**config.mk**
```make
export PLATFORM = sky130hd
export DESIGN_NAME = wb_master_if
export DESIGN_NICKNAME = d
export VERILOG_FILES = /design/src/rtl/wb_master_if.sv
export SDC_FILE = /design/constraint.sdc
export NUM_CORES = 1
export LEC_CHECK = 0
export CAP_MARGIN = 40
export CORE_UTILIZATION = 40
export CTS_BUF_LIST = sky130_fd_sc_hd__clkbuf_8
export DETAILED_ROUTE_END_ITERATION = 7
export DONT_BUFFER_PORTS = 1
export GPL_ROUTABILITY_DRIVEN = 0
export PLACE_DENSITY = 0.64
export SKIP_LAST_GASP = 1
export SYNTH_ARGS = -nofsm -noshare
export SYNTH_HDL_FRONTEND = slang
export SYNTH_SLANG_ARGS = --single-unit
```
**constraint.sdc**
```tcl
create_clock -name clk -period 2.3 [get_ports clk]
set_input_delay 0.23 -clock clk [delete_from_list [all_inputs] [get_ports clk]]
set_output_delay 0.23 -clock clk [all_outputs]
set_load 0.1 [all_outputs]
```
**src/rtl/wb_master_if.sv**
```systemverilog
// wb_master_if: converts single-cycle CPU load/store requests into registered
// Wishbone-style bus cycles, stalls the pipeline until the bus acks, holds
// load data across external stalls and honours pipeline flush.
//
// Optional feature: define BUS_TIMEOUT_EN to enable an ack watchdog that
// abandons a bus cycle after TIMEOUT_CYCLES cycles without ack and pulses
// bus_err_o. Without the macro the master waits for ack indefinitely and
// bus_err_o is tied low.
module wb_master_if #(
    parameter int ADDR_W         = 32,
    parameter int DATA_W         = 32,
    parameter int TIMEOUT_CYCLES = 255
) (
    input  logic              clk,
    input  logic              rst,
    input  logic              cpu_ce_i,
    input  logic              cpu_we_i,
    input  logic [ADDR_W-1:0] cpu_addr_i,
    input  logic [DATA_W-1:0] cpu_data_i,
    output logic [DATA_W-1:0] cpu_data_o,
    input  logic              stall_i,
    input  logic              flush_i,
    output logic              stallreq_o,
    output logic [ADDR_W-1:0] bus_addr_o,
    output logic [DATA_W-1:0] bus_data_o,
    input  logic [DATA_W-1:0] bus_data_i,
    output logic              bus_select_o,
    output logic              bus_we_o,
    input  logic              bus_ack_i,
    output logic              bus_err_o
);

    typedef enum logic [1:0] {
        IDLE       = 2'd0,
        BUSY       = 2'd1,
        WAIT_STALL = 2'd2
    } state_t;

    state_t            state, state_d;
    logic [ADDR_W-1:0] bus_addr_d;
    logic [DATA_W-1:0] bus_data_d;
    logic              bus_select_d;
    logic              bus_we_d;
    logic [DATA_W-1:0] rd_buf, rd_buf_d;
    logic              flushed, flushed_d;

    // A flush seen at any point of the current bus cycle (earlier or now)
    // means its result must be thrown away.
    logic              flush_now;
    logic [DATA_W-1:0] ack_data;
    logic              timeout;

    assign flush_now = flushed | flush_i;
    assign ack_data  = (!bus_we_o && !flush_now) ? bus_data_i : '0;

`ifdef BUS_TIMEOUT_EN
    localparam int CNT_W = $clog2(TIMEOUT_CYCLES + 1);

    logic [CNT_W-1:0] to_cnt;

    assign timeout = (state == BUSY) && !bus_ack_i && (to_cnt == CNT_W'(TIMEOUT_CYCLES));

    // Watchdog: counts BUSY cycles without ack, restarts whenever not busy.
    always_ff @(posedge clk) begin
        if (rst || state != BUSY) begin
            to_cnt <= '0;
        end else if (!bus_ack_i && !timeout) begin
            to_cnt <= to_cnt + CNT_W'(1);
        end
    end
`else
    assign timeout = 1'b0;
`endif

    assign bus_err_o = timeout;

    // State register and registered bus outputs; reset drops any cycle in flight.
    always_ff @(posedge clk) begin
        // NOTE: sequential state uses non-blocking assignments so every register
        // samples the pre-edge values regardless of statement order.
        if (rst) begin
            state        <= IDLE;
            bus_addr_o   <= '0;
            bus_data_o   <= '0;
            bus_select_o <= 1'b0;
            bus_we_o     <= 1'b0;
            rd_buf       <= '0;
            flushed      <= 1'b0;
        end else begin
            state        <= state_d;
            bus_addr_o   <= bus_addr_d;
            bus_data_o   <= bus_data_d;
            bus_select_o <= bus_select_d;
            bus_we_o     <= bus_we_d;
            rd_buf       <= rd_buf_d;
            flushed      <= flushed_d;
        end
    end

    // Next-state logic plus the combinational CPU-side outputs.
    always_comb begin
        // NOTE: every signal written here gets a default first; a path that
        // left one unassigned would infer a latch.
        state_d      = state;
        bus_addr_d   = bus_addr_o;
        bus_data_d   = bus_data_o;
        bus_select_d = bus_select_o;
        bus_we_d     = bus_we_o;
        rd_buf_d     = rd_buf;
        flushed_d    = flushed;
        stallreq_o   = 1'b0;
        cpu_data_o   = '0;

        unique case (state)
            IDLE: begin
                stallreq_o = cpu_ce_i & ~flush_i;
                if (cpu_ce_i && !flush_i) begin
                    bus_addr_d   = cpu_addr_i;
                    bus_data_d   = cpu_data_i;
                    bus_we_d     = cpu_we_i;
                    bus_select_d = 1'b1;
                    flushed_d    = 1'b0;
                    state_d      = BUSY;
                end
            end

            BUSY: begin
                if (bus_ack_i) begin
                    // Ack wins over a simultaneous watchdog expiry.
                    cpu_data_o   = ack_data;
                    rd_buf_d     = ack_data;
                    bus_select_d = 1'b0;
                    bus_we_d     = 1'b0;
                    flushed_d    = 1'b0;
                    state_d      = (stall_i && !flush_now) ? WAIT_STALL : IDLE;
                end else if (timeout) begin
                    bus_select_d = 1'b0;
                    bus_we_d     = 1'b0;
                    rd_buf_d     = '0;
                    flushed_d    = 1'b0;
                    state_d      = (stall_i && !flush_now) ? WAIT_STALL : IDLE;
                end else begin
                    // The slave may be mid-write, so a flush only marks the
                    // cycle; it still runs to completion.
                    stallreq_o = 1'b1;
                    flushed_d  = flush_now;
                end
            end

            WAIT_STALL: begin
                cpu_data_o = rd_buf;
                if (flush_i) begin
                    rd_buf_d = '0;
                    state_d  = IDLE;
                end else if (!stall_i) begin
                    state_d = IDLE;
                end
            end

            default: begin
                state_d = IDLE;
            end
        endcase
    end

endmodule

```
-- Word level (Yosys, flattened, before mapping)
Index checks and enable logic that the tools add are counted.
- bits of input ports: 103
- register bits: 101
- word-level logic and storage cells: 52
- output and inout bits: 100
- mux-type cells: 22
- bitwise operators: 3
- equal/unequal tests: 6
- reduce and logical (&&, ||, !) cells: 14
- operator list (operator ; count):
    two-way mux 32 bit ; 4
    one-hot mux 32 bit (2 select lines) ; 2
    two-way mux 2 bit ; 5
    AND reduction 3 bit ; 3
    one-hot mux 1 bit (2 select lines) ; 4
    two-way mux 1 bit ; 6
    inequality test 2 bit, second input constant ; 3
    one-hot mux 2 bit (3 select lines) ; 1
    AND reduction 2 bit ; 2
    nonzero test 2 bit ; 2
    logical AND 1 bit ; 3
    logical NOT 1 bit ; 3
    inequality test 3 bit, second input constant ; 1
    == test 2 x 1 -> 1 bit, second input constant ; 1
    == test 2 bit, second input constant ; 1
    logical NOT 2 bit ; 1
    AND 1 bit ; 1
    NOT 1 bit ; 1
    OR 1 bit ; 1

-- Logic depth before layout (Yosys ltp)
- depth in word-level cells: 6
- gate-level depth with buffers: 8
- gate-level depth less buffers: 5

-- Least setup slack after synthesis
OpenSTA, ideal clock, no wires.
- kind: register -> output
- start point: register bus_we_o
- end point: output port cpu_data_o[0]
- path buffers: 1
- arrival time: 2809 ps
- data required time: 2070 ps
- setup slack: -739 ps
- cell stages (with the launch flop): 5
- cells stage by stage: dfxtp_1 > nor4b_4 > buf_2 > a32oi_1 > nor2b_1
- word-level cells in the longest chain between the ends: 5
- ends and longest elaborated chain (what ; RTL line ; source):
    start, declared ; 28 ; output logic bus_we_o,
    start signal, assigned ; 94 ; bus_we_o <= bus_we_d;
    logical NOT 1 bit ; 54 ; assign ack_data = (!bus_we_o && !flush_now) ? bus_data_i : '0;
    logical AND 1 bit ; 54 ;
    two-way mux 32 bit ; 54 ;
    two-way mux 32 bit ; 128 ; if (bus_ack_i) begin
    one-hot mux 32 bit (2 select lines) ; 114 ; unique case (state)
    end, declared ; 20 ; output logic [DATA_W-1:0] cpu_data_o,
No other way between the ends.

-- Worst setup path after layout
- start point: register state[1]
- end point: output port cpu_data_o[0]
- word-level cells in the longest chain between the ends: 2
- elaborated cells between the ends (all ways): 3
- classes of those cells: eq/ne (2); mux (1)
- ends and longest elaborated chain (what ; RTL line ; source):
    start, declared ; 39 ; state_t state, state_d;
    start signal, assigned ; 90 ; state <= state_d;
    == test 2 bit or == test 2 x 1 -> 1 bit (tied branches) ; 114 ;
    one-hot mux 32 bit (2 select lines) * ; 114 ;
Every way passes the cells marked *; elsewhere a longest branch is shown, timed or not.

==> impl_metrics.csv <==
group,metric,value,unit
sta,rsz0062_at_grt,"true",
clock_tree,clk-insertion-delay-late,0.36,ns
sta,fin_setup_tns,0,ns
floorplan,chipWidth,103,um
global_routing,grt_pass1_wl,19.0,mm
sta,finClkSkew,0.0118,ns
final_layout,layout-area-overhead-vs-synth,61.6,%
setup_path,max_stage_delay,0.34,ns
setup_path,cp-startpoint,"state[1]",
floorplan,die_y,103,um
pwr,pwr_density_cell,784,nW/um^2
setup_path,crit_chain,"inv_1 -> ha_1 -> nor4b_4 -> buf_12 -> a32oi_1 -> nor2b_4 -> buf_12",
sta,slew_violations,0,
placed_design,port_buffers,0,
sta,timing.fmax,0.450,GHz
clock_tree,cts_buffer_depth,2,
sta,hold_viol,0,
yosys,syn_avg_cell_area,8.62,um^2
route,wl_per_cell,17.2,um
hold_path,hp-class,"input port to flip-flop",
floorplan,core-area,9820,um^2
clock_tree,htreeDepth,3,
setup_path,r2r_start,"state[0]",
yosys,syn-cell-area,4070,um^2
route,first_pass_iters,4,
yosys,synth_top_family_by_area,"compound AO/OA/AOI/OAI gates",
setup_path,critPathSlowestCell,"dfxtp_1",
hold_path,min_from,"cpu_addr_i[8]",
final_layout,layout.nets,738,
yosys,syn-num-nets,578,
sta,setup_viol,0,
placed_design,hpwl,7.64,mm
floorplan,boundaryPins,203,
global_routing,grt_use_total,0.233,
sta,layout_min_cycle_time,2.22,ns
pwr,vdd_ir_drop_max,0.000351,V
yosys,synth.distinct_cells,28,
sta,post-route-period-util,0.966,
yosys,ys_top_cells_by_count,"nand2_1 (130), dfxtp_1 (101), a21oi_1 (64)",
setup_path,reg2reg_slack,0.28,ns
global_routing,antenna_found_initial,0,
yosys,synth_cells,472,
yosys,synthFlopType,"dfxtp_1",
yosys,synth_edf_count,0,
floorplan,num_rows,36,
yosys,netlist.top_cell.by_area,"dfxtp_1",
setup_path,cp.arrival,1.99,ns
yosys,ys_ff_latch,101,
clock_tree,clkSinkCount,101,
yosys,synth-xor-area-share,0,
route,drt-total-wl,13.2,mm
setup_path,required,2.07,ns
yosys,synth_top_area_frac,0.497,
yosys,synthMuxAreaShare,0.00523,
clock_tree,cts_buffers,9,
yosys,yosysMostFrequentCell,"nand2_1",
route,drc,0,
route,ant_nets,0,
setup_path,path_delay_family,"buffers and inverters",
yosys,synth_compound_area_frac,0.231,
clock_tree,path_clk_slew,0.10,ns
pwr,p_leak,0.00247,uW
yosys,yosys-top-cells-area,"dfxtp_1 (50%), nand2_1 (12%), a21oi_1 (7.9%)",
final_layout,antenna_cells,0,
route,met3_length,1.23,mm
yosys,ys_seq_area_frac,0.497,
route,topRoutingLayerUsed,"met4",
clock_tree,cts_tree,"built",
floorplan,initial_core_util,0.414,
route,wl_met2,6.53,mm
setup_path,cp-end-kind,"output port",
yosys,synth_warnings,0,
yosys,synth_simple_gate_area_frac,0.205,
floorplan,dieArea,10600,um^2
run_status,outcome,"complete, no violations",
setup_path,crit_fanout,33,
route,vias,4082,
global_routing,grt_max_degree,66,
final_layout,utilization,0.669,
route,drt_iter0_drc,156,
route,vias_per_cell,5.30,
final_layout,drive_above_1_share,0.254,
global_routing,grt_overflow_total,0,
yosys,synthArstFlopShare,0,
setup_path,crit_path_start_kind,"flip-flop",
setup_path,critical_path_buf_inv_count,3,
global_routing,first_global_vias,3952,
setup_path,worstSetupPathType,"flip-flop to output port",
run,cap_violations,0,
yosys,synth_fa_ha_area_frac,0.00923,
route,m1WireLength,5.06,mm
clock_tree,cts-root-buf,"clkbuf_8",
setup_path,path_common_cell,"buf_12",
-- layout make-up --
class / instances / area, um^2
Tap cell: 133 / 166
Inverter: 2 / 7.51
Multi-Input combinational cell: 325 / 2080
Clock buffer: 9 / 124
Timing Repair Buffer: 193 / 2100
Sequential cell: 101 / 2020
Clock inverter: 7 / 75.1
Fill cell: 737 / 3250
-- per-stage QoR --
| step | std cells | area [um^2] | total power [uW] | setup WS, ns | hold slack [ns] |
|---|---|---|---|---|---|
| floorplan | 472 | 4310 | 3550 | 0.0515 | 0.360 |
| global placement | 671 | 5510 | 3870 | 0.416 | 0.317 |
| detailed placement | 671 | 5510 | 3900 | 0.336 | 0.321 |
| CTS | 769 | 6550 | 5160 | 0.00813 | 0.00191 |
| global route | 770 | 6570 | 5380 | -0.0390 | 0.00201 |
| finish | 770 | 6570 | 5150 | 0.0772 | 0.0214 |
-- worst register-to-register path, stage by stage, from the launching register on --
cell and delay (ns):
dfxtp_1 0.34, inv_1 0.08, ha_1 0.29, and3b_2 0.23, buf_4 0.25, nand2_1 0.10, a21oi_1 0.13, dlygate4sd3_1 0.55
-- logic make-up after synthesis --
| group | after synthesis |
|---|---|
| compound gates | 136 |
| fa+ha+maj | 3 |
| buf+inv | 46 |
| flops | 101 |
| mux | 2 |
| other cells | 1 |
| simple gates | 183 |
-- flip-flops by register name (all words and copies together), names as in the netlist --
register / cells
bus_select_o: 1
rd_buf: 32
bus_addr_o: 32
bus_we_o: 1
flushed: 1
bus_data_o: 32
state: 2
-- power by group --
group | internal [uW] | switching, uW
clock network | 509 | 616
registers | 1880 | 63.0
logic | 680 | 1400
-- per-layer routing --
metal	GRT usage	up-vias
met2	0.402	201
met1	0.257	1893
met4	0.124	0
li1	-	1954
met3	0.0739	34
met5	0	-
-- placed cells by master (no fill, tap or decap), types with 2 or more instances in the layout --
cell	count
buf_4	75
dlygate4sd3_1	82
nor2_1	4
clkbuf_8	9
a22o_1	32
nand2_1	130
nor2b_4	32
nand3_1	2
clkinvlp_4	2
inv_1	2
buf_12	34
a21oi_1	64
ha_1	3
o21ai_0	3
clkinv_2	2
nand2b_1	8
nor2b_1	2
a32oi_1	32
dfxtp_1	101
-- repair_timing --
action | in CTS | in global routing
setup buffers | 0 | 0
endpoints found under the hold margin | 97 | 1
resized for setup | 1 | 3
hold buffers | 82 | 1
setup endpoints to repair | 32 | 32
cloned | 0 | 0
-- path summary, 6_finish.rpt --
check | endpoint | cells after the start
worst min-delay path | bus_addr_o[8] | 2
worst max-delay path | cpu_data_o[0] | 7
worst max register to register | bus_addr_o[27] | 7
worst min register to register | bus_data_o[17] | 2
(Power assumes the default switching activity.)
